$ cat config.mk
export PLATFORM = sky130hd
export DESIGN_NAME = pwm_duty_generator
export DESIGN_NICKNAME = d
export VERILOG_FILES = /design/src/rtl/pwm_duty_generator.sv
export SDC_FILE = /design/constraint.sdc
export NUM_CORES = 1
export LEC_CHECK = 0
export BUFFER_PORTS_ARGS = -buffer_cell sky130_fd_sc_hd__buf_2
export CORE_ASPECT_RATIO = 0.6
export CORE_MARGIN = 5
export CORE_UTILIZATION = 52
export CTS_CLUSTER_SIZE = 16
export DETAILED_ROUTE_END_ITERATION = 12
export HOLD_SLACK_MARGIN = 0.08
export PLACE_DENSITY = 0.83
export SLEW_MARGIN = 20
export SYNTH_ARGS = -nofsm -noshare
export SYNTH_HDL_FRONTEND = slang
export SYNTH_SLANG_ARGS = --single-unit
$ cat constraint.sdc
create_clock -name clk -period 2.3 [get_ports clk]
set_input_delay 0.23 -clock clk [delete_from_list [all_inputs] [get_ports clk]]
set_output_delay 0.23 -clock clk [all_outputs]
set_load 0.1 [all_outputs]
$ cat src/rtl/pwm_duty_generator.sv
// Prescaled PWM generator with a double-buffered duty word applied only at period boundaries.
// Optional macro PWM_SLEW_LIMIT_EN limits each duty update to MAX_STEP counts.
module pwm_duty_generator #(
  parameter int unsigned DUTY_W   = 10,
  parameter int unsigned PERIOD   = 1023,
  parameter int unsigned PRESCALE = 49,
  parameter int unsigned MAX_STEP = 16
) (
  input  logic              clk,
  input  logic              reset,
  input  logic              Enable,
  input  logic [DUTY_W-1:0] PWMinput,
  input  logic              InputValid,
  output logic              PWMout,
  output logic              PeriodStart,
  output logic [DUTY_W-1:0] DutyActive
);

`ifdef PWM_SLEW_LIMIT_EN
  localparam bit SLEW_EN = 1'b1;
`else
  localparam bit SLEW_EN = 1'b0;
`endif

  localparam int unsigned PS_W = (PRESCALE > 0) ? $clog2(PRESCALE + 1) : 1;
  localparam logic [DUTY_W-1:0] PERIOD_V = DUTY_W'(PERIOD);
  localparam logic [DUTY_W-1:0] LAST_CNT = DUTY_W'(PERIOD - 1);
  localparam logic [PS_W-1:0]   PS_MAX   = PS_W'(PRESCALE);
  // A step of PERIOD can never bind, so the unlimited build reaches the target in one update.
  localparam int unsigned STEP_LIMIT = (SLEW_EN && (MAX_STEP < PERIOD)) ? MAX_STEP : PERIOD;
  localparam logic [DUTY_W-1:0] STEP_V = DUTY_W'(STEP_LIMIT);

  typedef enum logic {IDLE, RUN} state_t;

  state_t            state, state_n;
  logic [DUTY_W-1:0] cnt, cnt_n;
  logic [PS_W-1:0]   prescaler, prescaler_n;
  logic [DUTY_W-1:0] pending, pending_n;
  logic              pend_flag, pend_flag_n;
  logic [DUTY_W-1:0] duty_n, clamped, target;
  logic              want, tick, start, wrap, pwm_n;

  function automatic logic [DUTY_W-1:0] step_toward(input logic [DUTY_W-1:0] cur,
                                                    input logic [DUTY_W-1:0] tgt);
    if (tgt > cur)
      return ((tgt - cur) > STEP_V) ? cur + STEP_V : tgt;
    else
      return ((cur - tgt) > STEP_V) ? cur - STEP_V : tgt;
  endfunction

  always_comb begin
    // NOTE: every variable gets a default first so no path through this block infers a latch.
    clamped     = (PWMinput > PERIOD_V) ? PERIOD_V : PWMinput;
    target      = InputValid ? clamped : pending;
    want        = InputValid | pend_flag;
    tick        = (prescaler == PS_MAX);
    start       = (state == IDLE) && Enable;
    wrap        = (state == RUN) && Enable && tick && (cnt == LAST_CNT);
    state_n     = state;
    cnt_n       = cnt;
    prescaler_n = prescaler;
    duty_n      = DutyActive;
    pending_n   = target;
    pend_flag_n = want;

    if (!Enable) begin
      state_n     = IDLE;
      cnt_n       = '0;
      prescaler_n = '0;
    end else if (start) begin
      state_n     = RUN;
      cnt_n       = '0;
      prescaler_n = '0;
      duty_n      = step_toward(DutyActive, target);
      pend_flag_n = (duty_n != target);
    end else if (tick) begin
      prescaler_n = '0;
      if (wrap) begin
        cnt_n = '0;
        // A strobe on the wrap cycle feeds straight into the new period.
        if (want) begin
          duty_n      = step_toward(DutyActive, target);
          pend_flag_n = (duty_n != target);
        end
      end else begin
        cnt_n = cnt + 1'b1;
      end
    end else begin
      prescaler_n = prescaler + 1'b1;
    end

    // Compare against next-state values so the pin lines up with the counter it reflects.
    pwm_n = (state_n == RUN) && (cnt_n < duty_n);
  end

  always_ff @(posedge clk) begin
    // NOTE: non-blocking assignments keep every register updating from pre-edge values.
    if (reset) begin
      state       <= IDLE;
      cnt         <= '0;
      prescaler   <= '0;
      pending     <= '0;
      pend_flag   <= 1'b0;
      DutyActive  <= '0;
      PWMout      <= 1'b0;
      PeriodStart <= 1'b0;
    end else begin
      state       <= state_n;
      cnt         <= cnt_n;
      prescaler   <= prescaler_n;
      pending     <= pending_n;
      pend_flag   <= pend_flag_n;
      DutyActive  <= duty_n;
      PWMout      <= pwm_n;
      PeriodStart <= start | wrap;
    end
  end

endmodule
==> results.json <==
{
  "status": "complete, but fails checks",
  "violations": "setup timing",
  "slew_headroom": 0.679,
  "ios": 26,
  "r2r_end": "PWMout",
  "cts_inserted_buffers": 5,
  "cts_root_buf": "clkbuf_8",
  "diodes": 0,
  "place_ws_ns": -0.375,
  "worst_pin_slew_ns": 0.481,
  "finalSetupViolCount": 1,
  "path_max_fanout": 6,
  "clockBufferDepth": 2,
  "crit_top_cell": "buf_4",
  "ys_types": 41,
  "cp.required_ns": 2.53,
  "core_area_sq_um": 3760,
  "grt_pass1_wl_microns": 8580,
  "final.setup.tns_ns": -0.283,
  "start_kind": "flop",
  "die_x_microns": 91.9,
  "rr_worst_depth": 14,
  "whs_ns": 0.322,
  "fin_util": 0.739,
  "place_area_sq_um": 2550,
  "whs_endpoint": "pending[0]",
  "dpl.hpwl_microns": 3600,
  "port_buffers": 25,
  "cp_top_family": "simple AND/OR/NAND/NOR gates",
  "grt_max_degree": 27,
  "antenna_found_initial": 0,
  "wl_microns": 5150,
  "slew_viol_final": 0,
  "hold_depth": 4,
  "min_period_ns": 2.58,
  "p_leak_nw": 1.23,
  "synth-async-reset-ratio": 0,
  "critPathSlowestCell": "dfxtp_2",
  "reg2reg_from": "prescaler[1]",
  "stdcell_area_sq_um": 2780,
  "die_area_sq_um": 5430,
  "finalNetCount": 328,
  "path_cells": "inv_2 > ha_4 > nand4b_1 > buf_4 > nor2_4 > buf_4 > nand4_1 > xor2_1 > nor2_1 > ha_1 > o21a_1 > o2111ai_2 > nand3_1 > o2bb2ai_1",
  "slowest_delay_ns": 0.34,
  "hold_path.startpoint": "InputValid",
  "clock-sinks": 40,
  "start_util": 0.555,
  "critical_path_class": "reg2reg",
  "htreeDepth": 2,
  "avgSynthCellArea_sq_um": 9.09,
  "netlist_area_sq_um": 2090,
  "post_drt_via_cell_ratio": 5.25,
  "grt_pass1_vias": 1813,
  "ir_worst_vdd_mv": 0.382,
  "worst_ep_arrival_time_ns": 2.81,
  "clk_pin_slew_ns": 0.07,
  "via_count": 1832,
  "path_buf_inv": 3,
  "fin_cells": 349,
  "grt-ovfl-total": 0,
  "drive_gt1_frac": 0.391,
  "ys.flop_type": "dfxtp_1",
  "ys_ff_latch": 40,
  "hold_path.class": "in2reg",
  "row_count": 17,
  "syn_nets": 257,
  "place.gp.congestion": 0.821,
  "p_per_area_nw_per_um2": 577,
  "fin_crit_sh": 1.12,
  "crit_path_end_kind": "flop",
  "dp.cells": 334,
  "reg2reg_slack_ns": -0.28,
  "insertion_delay_ns": 0.30,
  "max_freq_mhz": 387,
  "first_iter_violations": 103,
  "finalWorstSetupSlack_ns": -0.283,
  "n_fill_cell": 258,
  "fin_worst_skew_ns": 0.0120,
  "cap_viol_max_count": 0,
  "wire_per_inst_microns": 14.7,
  "areaGrowthSynthToFinish_pct": 33.0,
  "drc": 0,
  "p_total_mw": 1.61,
  "ant_nets": 0,
  "die_h_microns": 59.1,
  "tritoncts": "built",
  "track_usage": 0.200,
  "finalHoldViolCount": 0,
  "synth_edf_count": 0,
  "yosysWarnings": 0,
  "rsz0062_at_grt": "yes",
  "drtPass1Iterations": 4,
  "syn-instance-count": 230,
  "ys_seq_area_frac": 0.383
}
-- cell type report --
cell class | count | area (sq um) | share of cell area
Clock buffer | 6 | 72.6 | 0.0261
Clock inverter | 2 | 35.0 | 0.0126
Inverter | 18 | 67.6 | 0.0243
Multi-Input combinational cell | 165 | 1270 | 0.456
Sequential cell | 40 | 806 | 0.290
Tap cell | 47 | 58.8 | 0.0211
Timing Repair Buffer | 71 | 474 | 0.170
-- metal layers --
metal  track usage  share of wire  routed length, microns
met3        0.0558          0.060                     310
met5             0              0                       0
met2         0.294           0.43                    2190
met1         0.276           0.49                    2530
met4        0.0867          0.022                     112
-- cell usage after synthesis, drive strengths merged (2+ instances only) --
cell type / instances / area [sq um]
a211oi: 3 / 22.5
a21oi: 3 / 15.0
and3: 3 / 18.8
buf: 4 / 30.0
clkbuf: 3 / 11.3
dfxtp: 40 / 801
ha: 13 / 163
inv: 18 / 67.6
mux2: 18 / 236
mux2i: 9 / 90.1
nand2: 10 / 40.0
nand3: 8 / 40.0
nand4: 6 / 37.5
nor2: 49 / 186
nor2b: 6 / 37.5
nor3: 4 / 20.0
nor4: 2 / 27.5
o211ai: 2 / 15.0
o21ai: 3 / 15.0
xnor2: 6 / 52.6
xor2: 6 / 52.6
-- kinds of logic after synthesis --
family | count (synthesis) | synth area share
AND/OR/NAND/NOR | 96 | 0.223
flip-flops | 40 | 0.383
multiplexers | 27 | 0.156
buffers and inverters | 25 | 0.0521
AO/OA/AOI/OAI | 17 | 0.0574
adder cells (fa/ha/maj) | 13 | 0.0778
XOR/XNOR | 12 | 0.0503
-- report_power, final --
| part | internal, mW | total [mW] | switching, mW |
|---|---|---|---|
| Clock | 0.322 | 0.568 | 0.246 |
| Combinational | 0.107 | 0.305 | 0.197 |
| Sequential | 0.719 | 0.733 | 0.0144 |
-- flip-flops by register name, indices dropped and copies added (netlist names) --
signal,count
pending,10
cnt,10
state,1
DutyActive,10
PWMout,1
pend_flag,1
PeriodStart,1
prescaler,6
-- what timing repair did --
action,CTS,global route
gates resized for setup,15,4
hold buffers,0,0
pin swaps,11,7
setup buffers,2,5
endpoints found under the setup margin,1,1
-- worst max-delay path by stage --
| stage | slack [ns] | cells after the start | start | to |
|---|---|---|---|---|
| after floorplan | -0.12 | 14 | prescaler[1] | PWMout |
| after global placement | -0.22 | 14 | prescaler[1] | PWMout |
| after detailed placement | -0.38 | 14 | prescaler[1] | PWMout |
| after CTS | -0.20 | 14 | prescaler[1] | PWMout |
| after global routing | -0.51 | 16 | prescaler[1] | PWMout |
| final | -0.28 | 14 | prescaler[1] | PWMout |
-- cells in the final DEF, fill, tap and decap left out, types with 2 or more instances in the layout --
master,instances
nor2_1,48
nand3_1,6
xor2_1,6
dfxtp_1,36
dfxtp_2,4
buf_2,25
a211oi_2,2
o211ai_1,2
a21oi_1,2
mux2_4,9
nor4_4,2
mux2_2,9
clkbuf_8,5
nand3_2,2
nor3_1,3
nor2b_1,6
ha_1,12
buf_4,45
nand4_1,6
mux2i_2,2
mux2i_1,7
nand2_1,9
and3_1,3
xnor2_1,6
inv_1,17
-- worst register-to-register path, cell delays in order, from the launching register on --
cell,delay [ns]
dfxtp_2,0.34
inv_2,0.07
ha_4,0.12
nand4b_1,0.16
buf_4,0.20
nor2_4,0.11
buf_4,0.16
nand4_1,0.11
xor2_1,0.22
nor2_1,0.07
ha_1,0.31
o21a_1,0.21
o2111ai_2,0.20
nand3_1,0.11
o2bb2ai_1,0.14
(Power assumes the default switching activity.)
